==> src/rtl/flash_prefetch_cache_pkg.sv <==
// Shared types and constants for the flash prefetch cache and its tag/data array.
package flash_prefetch_cache_pkg;

  localparam int ADDR_W       = 22;
  localparam int DATA_W       = 16;
  localparam int IDX_BITS_DEF = 3;

  typedef enum logic [1:0] {
    ST_IDLE,
    ST_ISSUE,
    ST_WAIT,
    ST_FILL
  } state_e;

  // Sequential word address; 22'h3FFFFF rolls over to 22'h000000.
  function automatic logic [ADDR_W-1:0] next_addr(input logic [ADDR_W-1:0] a);
    return a + ADDR_W'(1);
  endfunction

endpackage

==> src/rtl/flash_cache_mem.sv <==
// Direct-mapped tag/valid/data array: one write port, one async read port, single-cycle flush.
module flash_cache_mem
  import flash_prefetch_cache_pkg::*;
#(
  parameter int IDX_BITS = IDX_BITS_DEF
) (
  input  logic              clk,
  input  logic              resetn,
  input  logic              flush,
  input  logic              we,
  input  logic [ADDR_W-1:0] waddr,
  input  logic [DATA_W-1:0] wdata,
  input  logic [ADDR_W-1:0] raddr,
  output logic              rhit,
  output logic [DATA_W-1:0] rdata
);

  localparam int ENTRIES = 1 << IDX_BITS;
  localparam int TAG_W   = ADDR_W - IDX_BITS;

  logic [ENTRIES-1:0] valid_q, valid_d;
  logic [TAG_W-1:0]   tag_q  [ENTRIES];
  logic [TAG_W-1:0]   tag_d  [ENTRIES];
  logic [DATA_W-1:0]  data_q [ENTRIES];
  logic [DATA_W-1:0]  data_d [ENTRIES];
  logic [IDX_BITS-1:0] widx, ridx;

  // Flush is applied after the write so a coincident fill is left invalid.
  always_comb begin
    widx    = waddr[IDX_BITS-1:0];
    ridx    = raddr[IDX_BITS-1:0];
    valid_d = valid_q;
    tag_d   = tag_q;
    data_d  = data_q;
    if (we) begin
      valid_d[widx] = 1'b1;
      tag_d[widx]   = waddr[ADDR_W-1:IDX_BITS];
      data_d[widx]  = wdata;
    end
    if (flush) begin
      valid_d = '0;
    end
    rhit  = valid_q[ridx] && (tag_q[ridx] == raddr[ADDR_W-1:IDX_BITS]);
    rdata = data_q[ridx];
  end

  always_ff @(posedge clk or negedge resetn) begin
    if (!resetn) begin
      valid_q <= '0;
    end else begin
      valid_q <= valid_d;
    end
  end

  always_ff @(posedge clk) begin
    tag_q  <= tag_d;
    data_q <= data_d;
  end

endmodule

==> src/rtl/flash_prefetch_cache.sv <==
// CPU-side read cache in front of a slow flash controller, with a single
// next-line prefetch after every demand completion.
module flash_prefetch_cache
  import flash_prefetch_cache_pkg::*;
#(
  parameter int IDX_BITS = IDX_BITS_DEF
) (
  input  logic              clk,
  input  logic              resetn,
  input  logic              req,
  input  logic [ADDR_W-1:0] addr,
  output logic              ack,
  output logic [DATA_W-1:0] rdata,
  input  logic              flush,
  input  logic              flash_ready,
  input  logic              flash_busy,
  input  logic [DATA_W-1:0] flash_dout,
  output logic [ADDR_W-1:0] flash_addr,
  output logic              flash_cs
);

  state_e            state_q;
  logic              ack_q;
  logic [DATA_W-1:0] rdata_q;
  logic [ADDR_W-1:0] flash_addr_q;
  logic              flash_cs_q;
  logic              demand_q;
  logic [ADDR_W-1:0] pf_addr_q;
  logic              pf_pending_q;

  logic [ADDR_W-1:0] lookup_addr;
  logic              mem_hit;
  logic              lookup_hit;
  logic [DATA_W-1:0] mem_rdata;
  logic              mem_we;
  logic              fill_match;

  // A demand always owns the single read port; otherwise it probes the prefetch target.
  always_comb begin
    lookup_addr = req ? addr : pf_addr_q;
    lookup_hit  = mem_hit && !flush;
    mem_we      = (state_q == ST_WAIT) && !flash_busy;
    fill_match  = req && !ack_q && (addr == flash_addr_q);
  end

  flash_cache_mem #(
    .IDX_BITS (IDX_BITS)
  ) u_mem (
    .clk    (clk),
    .resetn (resetn),
    .flush  (flush),
    .we     (mem_we),
    .waddr  (flash_addr_q),
    .wdata  (flash_dout),
    .raddr  (lookup_addr),
    .rhit   (mem_hit),
    .rdata  (mem_rdata)
  );

  always_ff @(posedge clk or negedge resetn) begin
    if (!resetn) begin
      state_q      <= ST_IDLE;
      ack_q        <= 1'b0;
      rdata_q      <= '0;
      flash_addr_q <= '0;
      flash_cs_q   <= 1'b0;
      demand_q     <= 1'b0;
      pf_addr_q    <= '0;
      pf_pending_q <= 1'b0;
    end else begin
      ack_q <= 1'b0;
      case (state_q)
        ST_IDLE: begin
          // ack_q blocks re-acceptance of the request still held during its ack cycle.
          if (req && flash_ready && !ack_q) begin
            if (lookup_hit) begin
              ack_q        <= 1'b1;
              rdata_q      <= mem_rdata;
              pf_addr_q    <= next_addr(addr);
              pf_pending_q <= 1'b1;
            end else if (!flash_busy) begin
              state_q      <= ST_ISSUE;
              flash_addr_q <= addr;
              flash_cs_q   <= 1'b1;
              demand_q     <= 1'b1;
            end
          end else if (!req && flash_ready && pf_pending_q && !flush) begin
            if (lookup_hit) begin
              pf_pending_q <= 1'b0;
            end else if (!flash_busy) begin
              state_q      <= ST_ISSUE;
              flash_addr_q <= pf_addr_q;
              flash_cs_q   <= 1'b1;
              demand_q     <= 1'b0;
              pf_pending_q <= 1'b0;
            end
          end
        end
        ST_ISSUE: begin
          if (flash_busy) begin
            flash_cs_q <= 1'b0;
            state_q    <= ST_WAIT;
          end
        end
        ST_WAIT: begin
          // The fill is written on this edge, so ack/rdata are already valid throughout FILL.
          if (!flash_busy) begin
            state_q <= ST_FILL;
            if (demand_q || fill_match) begin
              ack_q        <= 1'b1;
              rdata_q      <= flash_dout;
              pf_addr_q    <= next_addr(flash_addr_q);
              pf_pending_q <= 1'b1;
            end
          end
        end
        ST_FILL: begin
          state_q  <= ST_IDLE;
          demand_q <= 1'b0;
        end
        default: begin
          state_q <= ST_IDLE;
        end
      endcase
      if (flush) begin
        pf_pending_q <= 1'b0;
      end
    end
  end

  assign ack        = ack_q;
  assign rdata      = rdata_q;
  assign flash_addr = flash_addr_q;
  assign flash_cs   = flash_cs_q;

endmodule

==> config.mk <==
export PLATFORM = sky130hd
export DESIGN_NAME = flash_prefetch_cache
export DESIGN_NICKNAME = d
export VERILOG_FILES = /design/src/rtl/flash_prefetch_cache_pkg.sv /design/src/rtl/flash_cache_mem.sv /design/src/rtl/flash_prefetch_cache.sv
export SDC_FILE = /design/constraint.sdc
export NUM_CORES = 1
export LEC_CHECK = 0
export BUFFER_PORTS_ARGS = -buffer_cell sky130_fd_sc_hd__buf_4
export CORE_AREA = 2 2 175 245
export DETAILED_ROUTE_END_ITERATION = 16
export DIE_AREA = 0 0 177 247
export PLACE_DENSITY = 0.6
export SLEW_MARGIN = 20
export SYNTH_ARGS = -nofsm -noshare
export SYNTH_HDL_FRONTEND = slang
export SYNTH_SLANG_ARGS = --single-unit
==> constraint.sdc <==
create_clock -name clk -period 6.3 [get_ports clk]
set_input_delay 0.63 -clock clk [delete_from_list [all_inputs] [get_ports clk]]
set_output_delay 0.63 -clock clk [all_outputs]
set_load 0.1 [all_outputs]
==> results by stage <==
Timing:
- At the pin with the least slew margin, the transition time is 1080 ps.
- The clock arrives with 10.4 ps of skew.
- The worst slew slack as a fraction of its limit is 0.276.
- The final hold violation count is 0.
- The slack of the critical path is 1510 ps.
- The achievable frequency is 209 MHz.
- The max-slew violation count is 0.
- The post-layout minimum cycle time is 4790 ps.
- In the final timing run, aggregate negative setup slack is 0 ps.
- Dividing the final minimum period by the clock period gives 0.760.
- Setup repair after global routing left no endpoint under its margin.
- The count of endpoints failing setup in the final report is 0.

Final layout:
- Of the cells placed in the final design, the portion with a size suffix greater than 1 is 0.197.
- In the final layout, the multi-input gates occupy 5810 µm².
- The antenna diode count is 0.
- The total area of sequential cells is 10,300 µm².
- The number of nets in the final layout is 1,338.
- The final core utilization is 0.450.
- The synthesis-to-layout area growth is 14.5%.
- After filler insertion, the fill cell instance count of the layout stands at 3,779.

Die:
- The starting utilization of the core area is 0.393.
- The width of the die is 177 µm.
- The floorplan die area is 43,700 µm².
- The height of the die is 247 µm.
- The row count is 89.
- The I/O pin count is 84.
- The core outline area is 41,800 µm².

Clocking:
- Clock-pin slew was measured on the worst setup and hold paths at 60 ps.
- Gates resized during post-CTS repair numbered 0.
- The clock buffer count from CTS is 37.
- CTS saw 354 sinks.
- The maximum root-to-sink buffer count is 3.
- The buffers inserted during post-CTS setup optimization is 0.
- The clock tree root buffer cell is sky130_fd_sc_hd__clkbuf_16.
- TritonCTS built the clock tree.
- At the later pin of the worst-skew pair, clock insertion delay measures 530 ps.
- The maximum level of the CTS H-tree is 2.
- Buffers inserted to repair hold after CTS numbered 0.

Detailed routing:
- The antenna violation net count after detailed routing is 0.
- The routed design has 45.1 mm of wire.
- The mean routed wirelength per cell is 24.2 µm.
- The via count is 10,500.
- In the routed layout, each cell is associated on average with a via count of 5.65.
- The first-pass iteration count of the detailed router is 5.
- The detailed router's first-iteration violation count is 838.
- After detailed routing, the number of remaining DRC violations is 0.

Synthesis:
- After synthesis, the most frequently instantiated cells are sky130_fd_sc_hd__edfxtp_1, sky130_fd_sc_hd__nand2_1, sky130_fd_sc_hd__mux2i_1.
- The netlist uses 70 different library cells.
- The register area share after synthesis is 0.626.
- The mean post-synth cell area is 13.6 µm².
- The library cell with the largest summed area after synthesis is sky130_fd_sc_hd__edfxtp_1.
- In the synthesized netlist the async set-or-reset flop fraction comes to 0.209.
- The number of register bits inferred by synthesis is 354.
- The number of warnings reported in the yosys synthesis log is 0.
- By instance count, the leading cell after synthesis is sky130_fd_sc_hd__edfxtp_1.
- In the post-synthesis netlist, the biggest area contributors are sky130_fd_sc_hd__edfxtp_1, sky130_fd_sc_hd__dfrtp_1, sky130_fd_sc_hd__mux2i_1.
- The leading register cell type out of synthesis is sky130_fd_sc_hd__edfxtp_1.
- The number of nets in the synthesized netlist is 1,259.
- The combined area of all synthesized cells is 16,400 µm².
- The count of mapped cells out of synthesis is 1,210.
- The share of synthesized area in the top cell type comes to 0.513.
- In this run, synthesis inferred 280 flip-flops with an integrated enable.

Pwr:
- In this run the power spent charging and discharging nets is 3.77 mW.
- The internal cell power is 5.31 mW.
- IR analysis of the VDD net gives a maximum drop of 374 µV.
- The leakage component of the power is 6.64 nW.
- The fraction of power consumed by combinational cells is 0.391.
- Of the total power, the share spent switching nets is 0.416.
- The proportion of power drawn by the clock network is 0.226.
- Power spread over the standard cell area amounts to 483 nW/µm².
- The sequential power share is 0.384.

Placed design:
- The pre-CTS setup slack is 1180 ps.
- The congestion estimate from routability-driven global placement came to 0.855.
- The quantity of I/O buffers inserted on ports is 83.
- The HPWL after detailed placement is 29.0 mm.

Global routing:
- The largest net degree at the start of global routing is 47.
- The initial antenna violation count was 1.
- The sum of overflow across all layers after global routing is 0.
- The first global-routing pass estimated 67.4 mm of wire.
- The via count of the first global-routing pass came to 10,700.
- Across every metal layer, demand over resource in global routing totals 0.208.

Outcome:
- The flow ran to the end, and the final reports show no timing, DRC or antenna violations.

Critical path:
- The worst reg-to-reg setup slack is 1510 ps.
- STA classifies the critical path endpoint as a flip-flop.
- The endpoint of the worst register-to-register path is pf_addr_q[16]$_DFFE_PN0P_.
- The startpoint identified for the worst register-to-register timing path is pf_addr_q[0]$_DFFE_PN0P_.
- STA classifies the critical path startpoint as a flip-flop.
- The path depth of the worst reg2reg path is 11.
- Data arrives at the worst endpoint at 5190 ps.
- The required arrival time at the worst endpoint is 6700 ps.
- The setup path with the least slack is of type flip-flop to flip-flop.
- In this run the worst path has a maximum fanout of 21.

Worst hold path:
- The path category of the worst min-delay check is primary input to asynchronous set/reset pin.

Run:
- Across the run, the number of max-cap violations was 0.
[cells in the final DEF, fill, tap and decap left out, types with 6 or more instances in the layout]
master and n:
sky130_fd_sc_hd__a32o_1 7, sky130_fd_sc_hd__nand3_1 28, sky130_fd_sc_hd__clkinv_2 8, sky130_fd_sc_hd__a31oi_1 7
sky130_fd_sc_hd__a22o_1 8, sky130_fd_sc_hd__edfxtp_1 280, sky130_fd_sc_hd__xor2_1 25, sky130_fd_sc_hd__nor2b_1 19
sky130_fd_sc_hd__clkinv_1 7, sky130_fd_sc_hd__a21boi_0 11, sky130_fd_sc_hd__buf_4 111, sky130_fd_sc_hd__mux2_1 18
sky130_fd_sc_hd__a21oi_1 66, sky130_fd_sc_hd__nand4_1 10, sky130_fd_sc_hd__a211oi_1 27, sky130_fd_sc_hd__nor2_1 57
sky130_fd_sc_hd__nor2_4 6, sky130_fd_sc_hd__mux4_2 33, sky130_fd_sc_hd__clkbuf_16 37, sky130_fd_sc_hd__xnor2_1 29
sky130_fd_sc_hd__clkbuf_1 7, sky130_fd_sc_hd__a32oi_1 12, sky130_fd_sc_hd__o21ai_0 41, sky130_fd_sc_hd__nand2b_1 7
sky130_fd_sc_hd__mux2_2 27, sky130_fd_sc_hd__nand2_1 145, sky130_fd_sc_hd__dfrtp_1 74, sky130_fd_sc_hd__inv_1 12
sky130_fd_sc_hd__nor3_1 8, sky130_fd_sc_hd__mux2i_1 82, sky130_fd_sc_hd__a221oi_1 14
[kinds of logic (layout without fill, tap and decap cells)]
| kind of cell | count (synthesis) | in the layout | synth area share |
|---|---|---|---|
| adder cells (fa/ha/maj) | 5 | 5 | 0.00381 |
| buffers and inverters | 86 | 193 | 0.0255 |
| AND/OR/NAND/NOR | 312 | 312 | 0.0872 |
| multiplexers | 165 | 165 | 0.132 |
| AO/OA/AOI/OAI | 234 | 234 | 0.0969 |
| flip-flops | 354 | 354 | 0.626 |
| XOR/XNOR | 54 | 54 | 0.0288 |
[registers in the layout, indices dropped and copies added, names as in the netlist, 2 cells and up]
signal,cells
u_mem.valid_q,8
u_mem.data_q,128
pf_addr_q,22
state_q,2
u_mem.tag_q,152
rdata,16
flash_addr,22
[power groups by stage]
stage	Clock [mW]	Sequential, mW	Combinational [mW]
2_1_floorplan	0	4.26	1.76
3_3_place_gp	0	3.52	3.53
3_5_place_dp	0	3.53	3.55
4_1_cts	2.09	3.49	3.57
5_1_grt	2.18	3.54	3.76
6_report	2.05	3.48	3.55
[worst max-delay path: stages (launching register included)]
cell and delay, ps:
sky130_fd_sc_hd__dfrtp_1 570, sky130_fd_sc_hd__inv_1 640, sky130_fd_sc_hd__o32ai_2 390, sky130_fd_sc_hd__a32oi_1 400
sky130_fd_sc_hd__nor3_1 100, sky130_fd_sc_hd__a2111oi_0 630, sky130_fd_sc_hd__nand4_1 240, sky130_fd_sc_hd__nor4_4 540
sky130_fd_sc_hd__nand3_2 180, sky130_fd_sc_hd__a21oi_4 360, sky130_fd_sc_hd__buf_12 230, sky130_fd_sc_hd__mux2_1 340
[metal layers]
metal  global-route usage  vias up  part of all wire
li1                     -     4777                 -
met1                0.251     5227              0.38
met2                0.367      407              0.51
met3               0.0284      110             0.056
met4               0.0953        2             0.047
met5                    0        -           0.00036
[worst max path at each step]
stage | start | endpoint | cells past startpoint
2_1_floorplan | state_q[0]$_DFFE_PN0P_ | u_mem.data_q[100]$_DFFE_PP_ | 10
3_5_place_dp | req | pf_addr_q[16]$_DFFE_PN0P_ | 12
5_1_grt | pf_addr_q[0]$_DFFE_PN0P_ | pf_addr_q[18]$_DFFE_PN0P_ | 11
3_3_place_gp | req | pf_addr_q[9]$_DFFE_PN0P_ | 12
6_report | pf_addr_q[0]$_DFFE_PN0P_ | pf_addr_q[16]$_DFFE_PN0P_ | 11
4_1_cts | pf_addr_q[0]$_DFFE_PN0P_ | pf_addr_q[18]$_DFFE_PN0P_ | 11
[per-stage QoR]
stage | hold slack (ps) | power [mW] | std cells | area [µm²]
global route | 88.6 | 9.48 | 1863 | 18800
CTS | 60.4 | 9.14 | 1863 | 18800
finish | 59.4 | 9.08 | 1863 | 18800
global placement | 471 | 7.05 | 1796 | 17700
floorplan | 334 | 6.02 | 1210 | 16400
detailed placement | 480 | 7.09 | 1796 | 17700
[layout make-up]
class / count / share of cell area
Sequential cell: 354 / 0.546
Multi-Input combinational cell: 770 / 0.309
Clock buffer: 45 / 0.0514
Timing Repair Buffer: 113 / 0.0465
Tap cell: 546 / 0.0364
Clock inverter: 22 / 0.00779
Inverter: 13 / 0.00260
(Power assumes the default switching activity.)
